<file path="src/rtl/memory_access_pkg.sv">
// Shared types and lane helpers for the memory-access stage: size codes, FSM states,
// captured-op record and the store-lane / byte-enable rules.
package memory_access_pkg;

  localparam int ACK_TIMEOUT_DEFAULT = 255;

  typedef enum logic [1:0] {
    SZ_BYTE = 2'd0,
    SZ_HALF = 2'd1,
    SZ_WORD = 2'd2
  } mem_size_e;

  typedef enum logic {
    S_IDLE   = 1'b0,
    S_ACCESS = 1'b1
  } state_e;

  typedef struct packed {
    logic [31:0] alu;
    logic [1:0]  off;
    mem_size_e   size;
    logic        uns;
    logic        m2r;
    logic [4:0]  rd;
    logic        rwe;
    logic        st;
  } op_t;

  // Size code 3 behaves exactly like a word access.
  function automatic mem_size_e norm_size(input logic [1:0] b);
    case (b)
      2'd0:    return SZ_BYTE;
      2'd1:    return SZ_HALF;
      default: return SZ_WORD;
    endcase
  endfunction

  function automatic logic is_aligned(input mem_size_e s, input logic [1:0] off);
    case (s)
      SZ_HALF: return ~off[0];
      SZ_WORD: return (off == 2'b00);
      default: return 1'b1;
    endcase
  endfunction

  function automatic logic [3:0] lane_be(input mem_size_e s, input logic [1:0] off);
    case (s)
      SZ_BYTE: return 4'b0001 << off;
      SZ_HALF: return 4'b0011 << off;
      default: return 4'b1111;
    endcase
  endfunction

  function automatic logic [31:0] lane_wdata(input mem_size_e s, input logic [31:0] wd);
    case (s)
      SZ_BYTE: return {4{wd[7:0]}};
      SZ_HALF: return {2{wd[15:0]}};
      default: return wd;
    endcase
  endfunction

endpackage

</file>
<file path="src/rtl/memory_access_if.sv">
// Data-memory bus between the memory-access stage (master) and the memory (slave).
interface memory_access_if;
  logic        req;
  logic        we;
  logic [31:0] addr;
  logic [31:0] wdata;
  logic [3:0]  be;
  logic        ack;
  logic [31:0] rdata;

  modport master (output req, we, addr, wdata, be, input ack, rdata);
  modport slave  (input req, we, addr, wdata, be, output ack, rdata);
endinterface

</file>
<file path="src/rtl/memory_access_load_align.sv">
// Selects the addressed lane of a load word and sign- or zero-extends it to 32 bits.
module load_align
  import memory_access_pkg::*;
(
  input  logic [31:0] rdata,
  input  logic [1:0]  off,
  input  mem_size_e   size,
  input  logic        uns,
  output logic [31:0] data
);

  logic [31:0]        shifted;
  logic signed [7:0]  lane_b;
  logic signed [15:0] lane_h;

  assign shifted = rdata >> {off, 3'b000};
  assign lane_b  = signed'(shifted[7:0]);
  assign lane_h  = signed'(shifted[15:0]);

  always_comb begin
    data = shifted;
    case (size)
      SZ_BYTE: data = uns ? {24'd0, shifted[7:0]}  : 32'(lane_b);
      SZ_HALF: data = uns ? {16'd0, shifted[15:0]} : 32'(lane_h);
      default: data = rdata;
    endcase
  end

endmodule

</file>
<file path="src/rtl/memory_access.sv">
// Memory-access pipeline stage: issues one data-memory transaction per captured op,
// stalls execute while waiting for ack, and retires results with error flags.
module memory_access
  import memory_access_pkg::*;
#(
  parameter int ACK_TIMEOUT = ACK_TIMEOUT_DEFAULT
) (
  input  logic                   clk,
  input  logic                   reset,
  input  logic                   run,
  output logic                   stall_out,
  input  logic [31:0]            alu_result,
  input  logic [31:0]            wdata_in,
  input  logic [1:0]             bytes_in,
  input  logic                   load_unsigned,
  input  logic                   we_in,
  input  logic                   re_in,
  input  logic                   mem_to_reg_in,
  input  logic [4:0]             rd_in,
  input  logic                   reg_we_in,
  memory_access_if.master        dmem,
  output logic                   run_out,
  output logic [4:0]             rd_out,
  output logic                   reg_we_out,
  output logic [31:0]            wb_data,
  output logic                   misalign_err,
  output logic                   bus_err
);

  localparam logic [7:0] CNT_LAST = 8'(ACK_TIMEOUT - 1);

  state_e      state_q, state_d;
  logic [7:0]  cnt_q, cnt_d;
  op_t         op_q, op_d;
  logic        req_q, req_d, dwe_q, dwe_d;
  logic [31:0] addr_q, addr_d, dwd_q, dwd_d;
  logic [3:0]  be_q, be_d;
  logic        run_out_q, run_out_d, reg_we_out_q, reg_we_out_d;
  logic        mis_q, mis_d, berr_q, berr_d;
  logic [4:0]  rd_out_q, rd_out_d;
  logic [31:0] wb_q, wb_d;
  mem_size_e   size_in;
  logic        mem_op;
  logic [31:0] ld_data;

  assign size_in = norm_size(bytes_in);
  assign mem_op  = we_in | re_in;

  load_align u_load_align (
    .rdata (dmem.rdata),
    .off   (op_q.off),
    .size  (op_q.size),
    .uns   (op_q.uns),
    .data  (ld_data)
  );

  always_comb begin
    state_d      = state_q;
    cnt_d        = cnt_q;
    op_d         = op_q;
    req_d        = req_q;
    dwe_d        = dwe_q;
    addr_d       = addr_q;
    dwd_d        = dwd_q;
    be_d         = be_q;
    rd_out_d     = rd_out_q;
    reg_we_out_d = reg_we_out_q;
    wb_d         = wb_q;
    run_out_d    = 1'b0;
    mis_d        = 1'b0;
    berr_d       = 1'b0;
    case (state_q)
      S_IDLE: begin
        if (run) begin
          rd_out_d = rd_in;
          if (!mem_op) begin
            run_out_d    = 1'b1;
            wb_d         = alu_result;
            reg_we_out_d = reg_we_in;
          end else if (!is_aligned(size_in, alu_result[1:0])) begin
            run_out_d    = 1'b1;
            reg_we_out_d = 1'b0;
            mis_d        = 1'b1;
          end else begin
            state_d = S_ACCESS;
            cnt_d   = 8'd0;
            req_d   = 1'b1;
            dwe_d   = we_in;
            addr_d  = {alu_result[31:2], 2'b00};
            dwd_d   = lane_wdata(size_in, wdata_in);
            be_d    = lane_be(size_in, alu_result[1:0]);
            op_d    = '{alu: alu_result, off: alu_result[1:0], size: size_in,
                        uns: load_unsigned, m2r: mem_to_reg_in, rd: rd_in,
                        rwe: reg_we_in, st: we_in};
          end
        end
      end
      S_ACCESS: begin
        // Ack in the final counted cycle wins over the timeout abort.
        if (dmem.ack) begin
          state_d      = S_IDLE;
          req_d        = 1'b0;
          run_out_d    = 1'b1;
          rd_out_d     = op_q.rd;
          reg_we_out_d = op_q.rwe;
          wb_d         = (op_q.st || !op_q.m2r) ? op_q.alu : ld_data;
        end else if (cnt_q == CNT_LAST) begin
          state_d      = S_IDLE;
          req_d        = 1'b0;
          run_out_d    = 1'b1;
          rd_out_d     = op_q.rd;
          reg_we_out_d = 1'b0;
          berr_d       = 1'b1;
        end else begin
          cnt_d = cnt_q + 8'd1;
        end
      end
      default: state_d = S_IDLE;
    endcase
  end

  always_ff @(posedge clk) begin
    if (reset) begin
      state_q      <= S_IDLE;
      cnt_q        <= 8'd0;
      req_q        <= 1'b0;
      dwe_q        <= 1'b0;
      addr_q       <= 32'd0;
      dwd_q        <= 32'd0;
      be_q         <= 4'd0;
      run_out_q    <= 1'b0;
      rd_out_q     <= 5'd0;
      reg_we_out_q <= 1'b0;
      wb_q         <= 32'd0;
      mis_q        <= 1'b0;
      berr_q       <= 1'b0;
    end else begin
      state_q      <= state_d;
      cnt_q        <= cnt_d;
      req_q        <= req_d;
      dwe_q        <= dwe_d;
      addr_q       <= addr_d;
      dwd_q        <= dwd_d;
      be_q         <= be_d;
      run_out_q    <= run_out_d;
      rd_out_q     <= rd_out_d;
      reg_we_out_q <= reg_we_out_d;
      wb_q         <= wb_d;
      mis_q        <= mis_d;
      berr_q       <= berr_d;
    end
  end

  // Captured op fields are only meaningful while in ACCESS, so they carry no reset.
  always_ff @(posedge clk) begin
    op_q <= op_d;
  end

  assign stall_out    = (state_q == S_ACCESS);
  assign dmem.req     = req_q;
  assign dmem.we      = dwe_q;
  assign dmem.addr    = addr_q;
  assign dmem.wdata   = dwd_q;
  assign dmem.be      = be_q;
  assign run_out      = run_out_q;
  assign rd_out       = rd_out_q;
  assign reg_we_out   = reg_we_out_q;
  assign wb_data      = wb_q;
  assign misalign_err = mis_q;
  assign bus_err      = berr_q;

endmodule

</file>
<file path="src/flat_wrapper.sv">
// flat-port wrapper written by rule: the top's interface ports become plain ports
module memory_access_flat import memory_access_pkg::*;
#(
  parameter int ACK_TIMEOUT = ACK_TIMEOUT_DEFAULT
)
  (clk, reset, run, stall_out, alu_result, wdata_in, bytes_in, load_unsigned, we_in, re_in, mem_to_reg_in, rd_in, reg_we_in, run_out, rd_out, reg_we_out, wb_data, misalign_err, bus_err, dmem_req, dmem_we, dmem_addr, dmem_wdata, dmem_be, dmem_ack, dmem_rdata);
  memory_access_if dmem_i ();
  input  logic clk;
  input  logic reset;
  input  logic run;
  output logic stall_out;
  input  logic [31:0] alu_result;
  input  logic [31:0] wdata_in;
  input  logic [1:0] bytes_in;
  input  logic load_unsigned;
  input  logic we_in;
  input  logic re_in;
  input  logic mem_to_reg_in;
  input  logic [4:0] rd_in;
  input  logic reg_we_in;
  output logic run_out;
  output logic [4:0] rd_out;
  output logic reg_we_out;
  output logic [31:0] wb_data;
  output logic misalign_err;
  output logic bus_err;
  output wire logic [$bits(dmem_i.req)-1:0] dmem_req;
  output wire logic [$bits(dmem_i.we)-1:0] dmem_we;
  output wire logic [$bits(dmem_i.addr)-1:0] dmem_addr;
  output wire logic [$bits(dmem_i.wdata)-1:0] dmem_wdata;
  output wire logic [$bits(dmem_i.be)-1:0] dmem_be;
  input wire logic [$bits(dmem_i.ack)-1:0] dmem_ack;
  input wire logic [$bits(dmem_i.rdata)-1:0] dmem_rdata;
  assign dmem_req = dmem_i.req;
  assign dmem_we = dmem_i.we;
  assign dmem_addr = dmem_i.addr;
  assign dmem_wdata = dmem_i.wdata;
  assign dmem_be = dmem_i.be;
  assign dmem_i.ack = dmem_ack;
  assign dmem_i.rdata = dmem_rdata;
  memory_access #(.ACK_TIMEOUT(ACK_TIMEOUT)) u_core (.clk(clk), .reset(reset), .run(run), .stall_out(stall_out), .alu_result(alu_result), .wdata_in(wdata_in), .bytes_in(bytes_in), .load_unsigned(load_unsigned), .we_in(we_in), .re_in(re_in), .mem_to_reg_in(mem_to_reg_in), .rd_in(rd_in), .reg_we_in(reg_we_in), .dmem(dmem_i), .run_out(run_out), .rd_out(rd_out), .reg_we_out(reg_we_out), .wb_data(wb_data), .misalign_err(misalign_err), .bus_err(bus_err));
endmodule
</file>
<file path="config.mk">
export PLATFORM = sky130hd
export DESIGN_NAME = memory_access_flat
export DESIGN_NICKNAME = d
export VERILOG_FILES = /design/src/rtl/memory_access_pkg.sv /design/src/rtl/memory_access_if.sv /design/src/rtl/memory_access_load_align.sv /design/src/rtl/memory_access.sv /design/src/flat_wrapper.sv
export SDC_FILE = /design/constraint.sdc
export NUM_CORES = 1
export LEC_CHECK = 0
export CAP_MARGIN = 20
export CORE_MARGIN = 2
export CORE_UTILIZATION = 35
export CTS_CLUSTER_DIAMETER = 100
export CTS_CLUSTER_SIZE = 16
export DETAILED_ROUTE_END_ITERATION = 6
export GPL_ROUTABILITY_DRIVEN = 0
export HOLD_SLACK_MARGIN = 0.05
export SYNTH_ARGS = -nofsm -noshare
export SYNTH_HDL_FRONTEND = slang
export SYNTH_HIERARCHICAL = 1
export SYNTH_SLANG_ARGS = --single-unit
export TNS_END_PERCENT = 5
</file>
<file path="constraint.sdc">
create_clock -name clk -period 3.1 [get_ports clk]
set_input_delay 0.775 -clock clk [delete_from_list [all_inputs] [get_ports clk]]
set_output_delay 0.775 -clock clk [all_outputs]
set_load 0.1 [all_outputs]
</file>
==> run_results.csv <==
group,metric,value,unit
placed_design,dp_cells,1216,
setup_path,critical-path-top-delay-family,"compound AO/OA/AOI/OAI gates",
yosys,yosys_warnings,6,
setup_path,crit_cells,8,
setup_path,cp_max_fo,14,
setup_path,path_cells,"clkdlybuf4s50_1, mux4_2, a221oi_4, buf_12, o21ai_0, mux2i_1, a21oi_1, a22o_1",
yosys,synth_edf_count,43,
sta,drv_slew,0,
setup_path,worstSetupPathType,"in -> reg",
floorplanning,rows,53,
sta,setup_viol,0,
floorplanning,ios,224,
detailed_routing,drt_iter0_drc,274,
setup_path,r2r_cells,8,
yosys,ys.flop_type,"dfxtp_1",
placed_design,dp.final_hpwl,15.7,mm
detailed_routing,remaining_drc_errors,0,
power_and_ir_drop,power,0.00590,W
floorplanning,die_h,149,µm
sta,fin_crit_sh,0.840,
clocking,post_cts_buffers,0,
setup_path,worstReg2RegEnd,"u_core/wb_data[16]",
placed_design,io_buffers,221,
clocking,cts_sinks,161,
setup_path,startpoint_type,"input pin",
final_layout,antenna_cells,0,
yosys,syn-instance-count,762,
setup_path,worst_path_max_delay_cell,"mux4_2",
global_route,grt_max_degree,68,
setup_path,crit_arrival,2.92,ns
hold_path,hp-start,"u_core/dmem.addr[8]",
clocking,cts_tree,"yes",
yosys,async_reset_ff_frac,0,
clocking,numCtsBuffers,17,
hold_path,hold_class,"reg -> reg",
clocking,clockBufferDepth,2,
clocking,cts_resized,0,
setup_path,cpPeakStageDelay,0.55,ns
outcome,status,"finished, final reports clean",
final_layout,most-common-layout-cells,"nand2_1 (133), buf_4 (129), dfxtp_1 (117)",
sta,hold_violations,0,
yosys,synth_area,7350,µm²
global_route,grt_pass1_wl,35.0,mm
detailed_routing,first_pass_iters,5,
setup_path,rr_startpoint,"u_core/op_q[14]",
final_layout,layout-drive-gt1-share,0.198,
setup_path,reg2reg_setup_slack,0.81,ns
setup_path,cp-end-kind,"register",
power_and_ir_drop,power_density,583,nW/µm²
yosys,yosysSeqAreaShare,0.497,
final_layout,fin_cells,1248,
sta,fmax,0.384,GHz
detailed_routing,wl_per_cell,18.2,µm
sta,fin_crit,2.60,ns
final_layout,final_nets,1074,
power_and_ir_drop,p_leak,3.96,nW
final_layout,mostFrequentLayoutCell,"nand2_1",
clocking,cts_root_buffer,"clkbuf_16",
sta,worst_slew_pin_slew,0.867,ns
floorplanning,core_area,20800,µm²
global_route,track_usage,0.204,
clocking,cts.clk_slew.worst_paths,0.06,ns
hold_path,min_delay_path_depth,2,
detailed_routing,ant_nets,0,
clocking,cts_hold_buf,0,
yosys,synth.avg_cell_area,9.65,µm²
global_route,grt_antenna_before_repair,0,
detailed_routing,vias_per_cell,5.08,
yosys,synth_cell_types,53,
floorplanning,die_area,22200,µm²
floorplanning,die_width,149,µm
yosys,ys_ff_latch,161,
sta,fin_skew,0.0118,ns
global_route,grt_overflow,0,
power_and_ir_drop,ir_drop,0.374,mV
run,cap_violations,0,
final_layout,syn_to_final_growth,37.5,%
detailed_routing,wl,22.7,mm
clocking,clk_latency,0.43,ns
sta,fin_setup_tns,0,ns
floorplanning,start_util,0.353,
sta,relSlewSlack,0.418,
setup_path,crit_required,3.41,ns
hold_path,min_to,"u_core/dmem.addr[8]",
clocking,htreeDepth,4,
setup_path,cp_num_buf_inv,2,
detailed_routing,vias,6334,
sta,rsz0062_at_grt,"no",
global_route,grt_pass1_vias,6118,
[cells by family (layout without fill, tap and decap cells)]
logic type,Yosys count,after routing,share of synthesized area
multiplexers,63,63,0.0876
adder cells (fa/ha/maj),2,2,0.00340
other,1,2,0.000510
AO/OA/AOI/OAI,221,221,0.216
XOR/XNOR,6,6,0.00715
AND/OR/NAND/NOR,235,235,0.137
flip-flops,161,161,0.497
buffers and inverters,73,283,0.0516
[final cells by class]
class | instances | area [µm²]
clock inverters | 13 | 123
repair buffers | 244 | 2170
fillers | 2030 | 10700
flip-flops and latches | 161 | 3660
multi-input cells | 529 | 3340
well taps | 275 | 344
clock buffers | 19 | 454
inverters | 7 | 28.8
[synthesized netlist by cell type, types with 2 or more instances]
cell type / instances / area share
nor2_1: 61 / 0.031
buf_6: 7 / 0.011
o31ai_1: 7 / 0.0071
o21bai_1: 2 / 0.0020
edfxtp_1: 43 / 0.18
a2bb2oi_1: 2 / 0.0024
a211oi_2: 8 / 0.014
nand4_1: 4 / 0.0034
o21ai_0: 17 / 0.012
nor3_1: 9 / 0.0061
inv_1: 4 / 0.0020
o211a_1: 7 / 0.0095
o211ai_1: 12 / 0.012
a311oi_1: 4 / 0.0048
mux2i_1: 61 / 0.083
a311oi_2: 7 / 0.014
buf_4: 8 / 0.0082
nand3_1: 4 / 0.0027
nand2b_1: 2 / 0.0017
nand2_1: 133 / 0.068
buf_2: 18 / 0.012
o21ai_1: 12 / 0.0082
a211oi_1: 7 / 0.0071
clkbuf_1: 32 / 0.016
nor2b_1: 5 / 0.0043
o2bb2ai_1: 6 / 0.0071
dfxtp_1: 118 / 0.32
ha_1: 2 / 0.0034
a21oi_1: 85 / 0.058
a22o_1: 38 / 0.045
and4b_1: 3 / 0.0041
nand3b_1: 7 / 0.0071
xor2_1: 6 / 0.0071
clkinv_1: 2 / 0.0010
[tightest hold or removal path, delay by kind of cell, from the launching register on]
kind / cells / cell delay (ns)
AOI/OAI and AO/OA: 1 / 0.05
DFF: 1 / 0.31
and+or+nand+nor: 1 / 0.05
[state kept, by name, indices dropped and copies added (netlist names), 4 cells and up]
register	cells
u_core/dmem.be	4
u_core/op_q	43
u_core/wb_data	32
u_core/cnt_q	8
u_core/rd_out	5
u_core/dmem.wdata	32
u_core/dmem.addr	30
[stage by stage]
step,worst slack (ns),area [µm²],hold WS [ns],utilization
final,0.495,10100,0.455,0.486
after global routing,0.406,10100,0.471,0.486
after CTS,0.534,10100,0.456,0.486
after detailed placement,0.0770,9540,0.448,0.458
after global placement,0.131,9540,0.443,0.458
after floorplan,0.568,7360,0.478,-
[where the power goes]
group,switching (W),internal [W]
logic,0.00104,0.000428
registers,0.0000611,0.00228
clock network,0.000923,0.00117
[how the worst max path moves through the flow]
stage | to | slack [ns] | from
after detailed placement | u_core/wb_data[18] | 0.08 | dmem_rdata[23]
after floorplan | u_core/op_q[0] | 0.57 | u_core/stall_out
after global placement | u_core/wb_data[16] | 0.13 | dmem_rdata[23]
final | u_core/wb_data[16] | 0.50 | dmem_rdata[23]
after global routing | u_core/wb_data[30] | 0.41 | dmem_rdata[31]
after CTS | u_core/wb_data[16] | 0.53 | dmem_rdata[23]
[per-layer routing]
metal	up-vias	global-route usage	part of all wire
li1	3136	-	-
met1	2962	0.268	0.45
met2	213	0.321	0.46
met3	23	0.0688	0.083
met4	0	0.0543	0.013
met5	-	0	0
(Power assumes the default switching activity.)
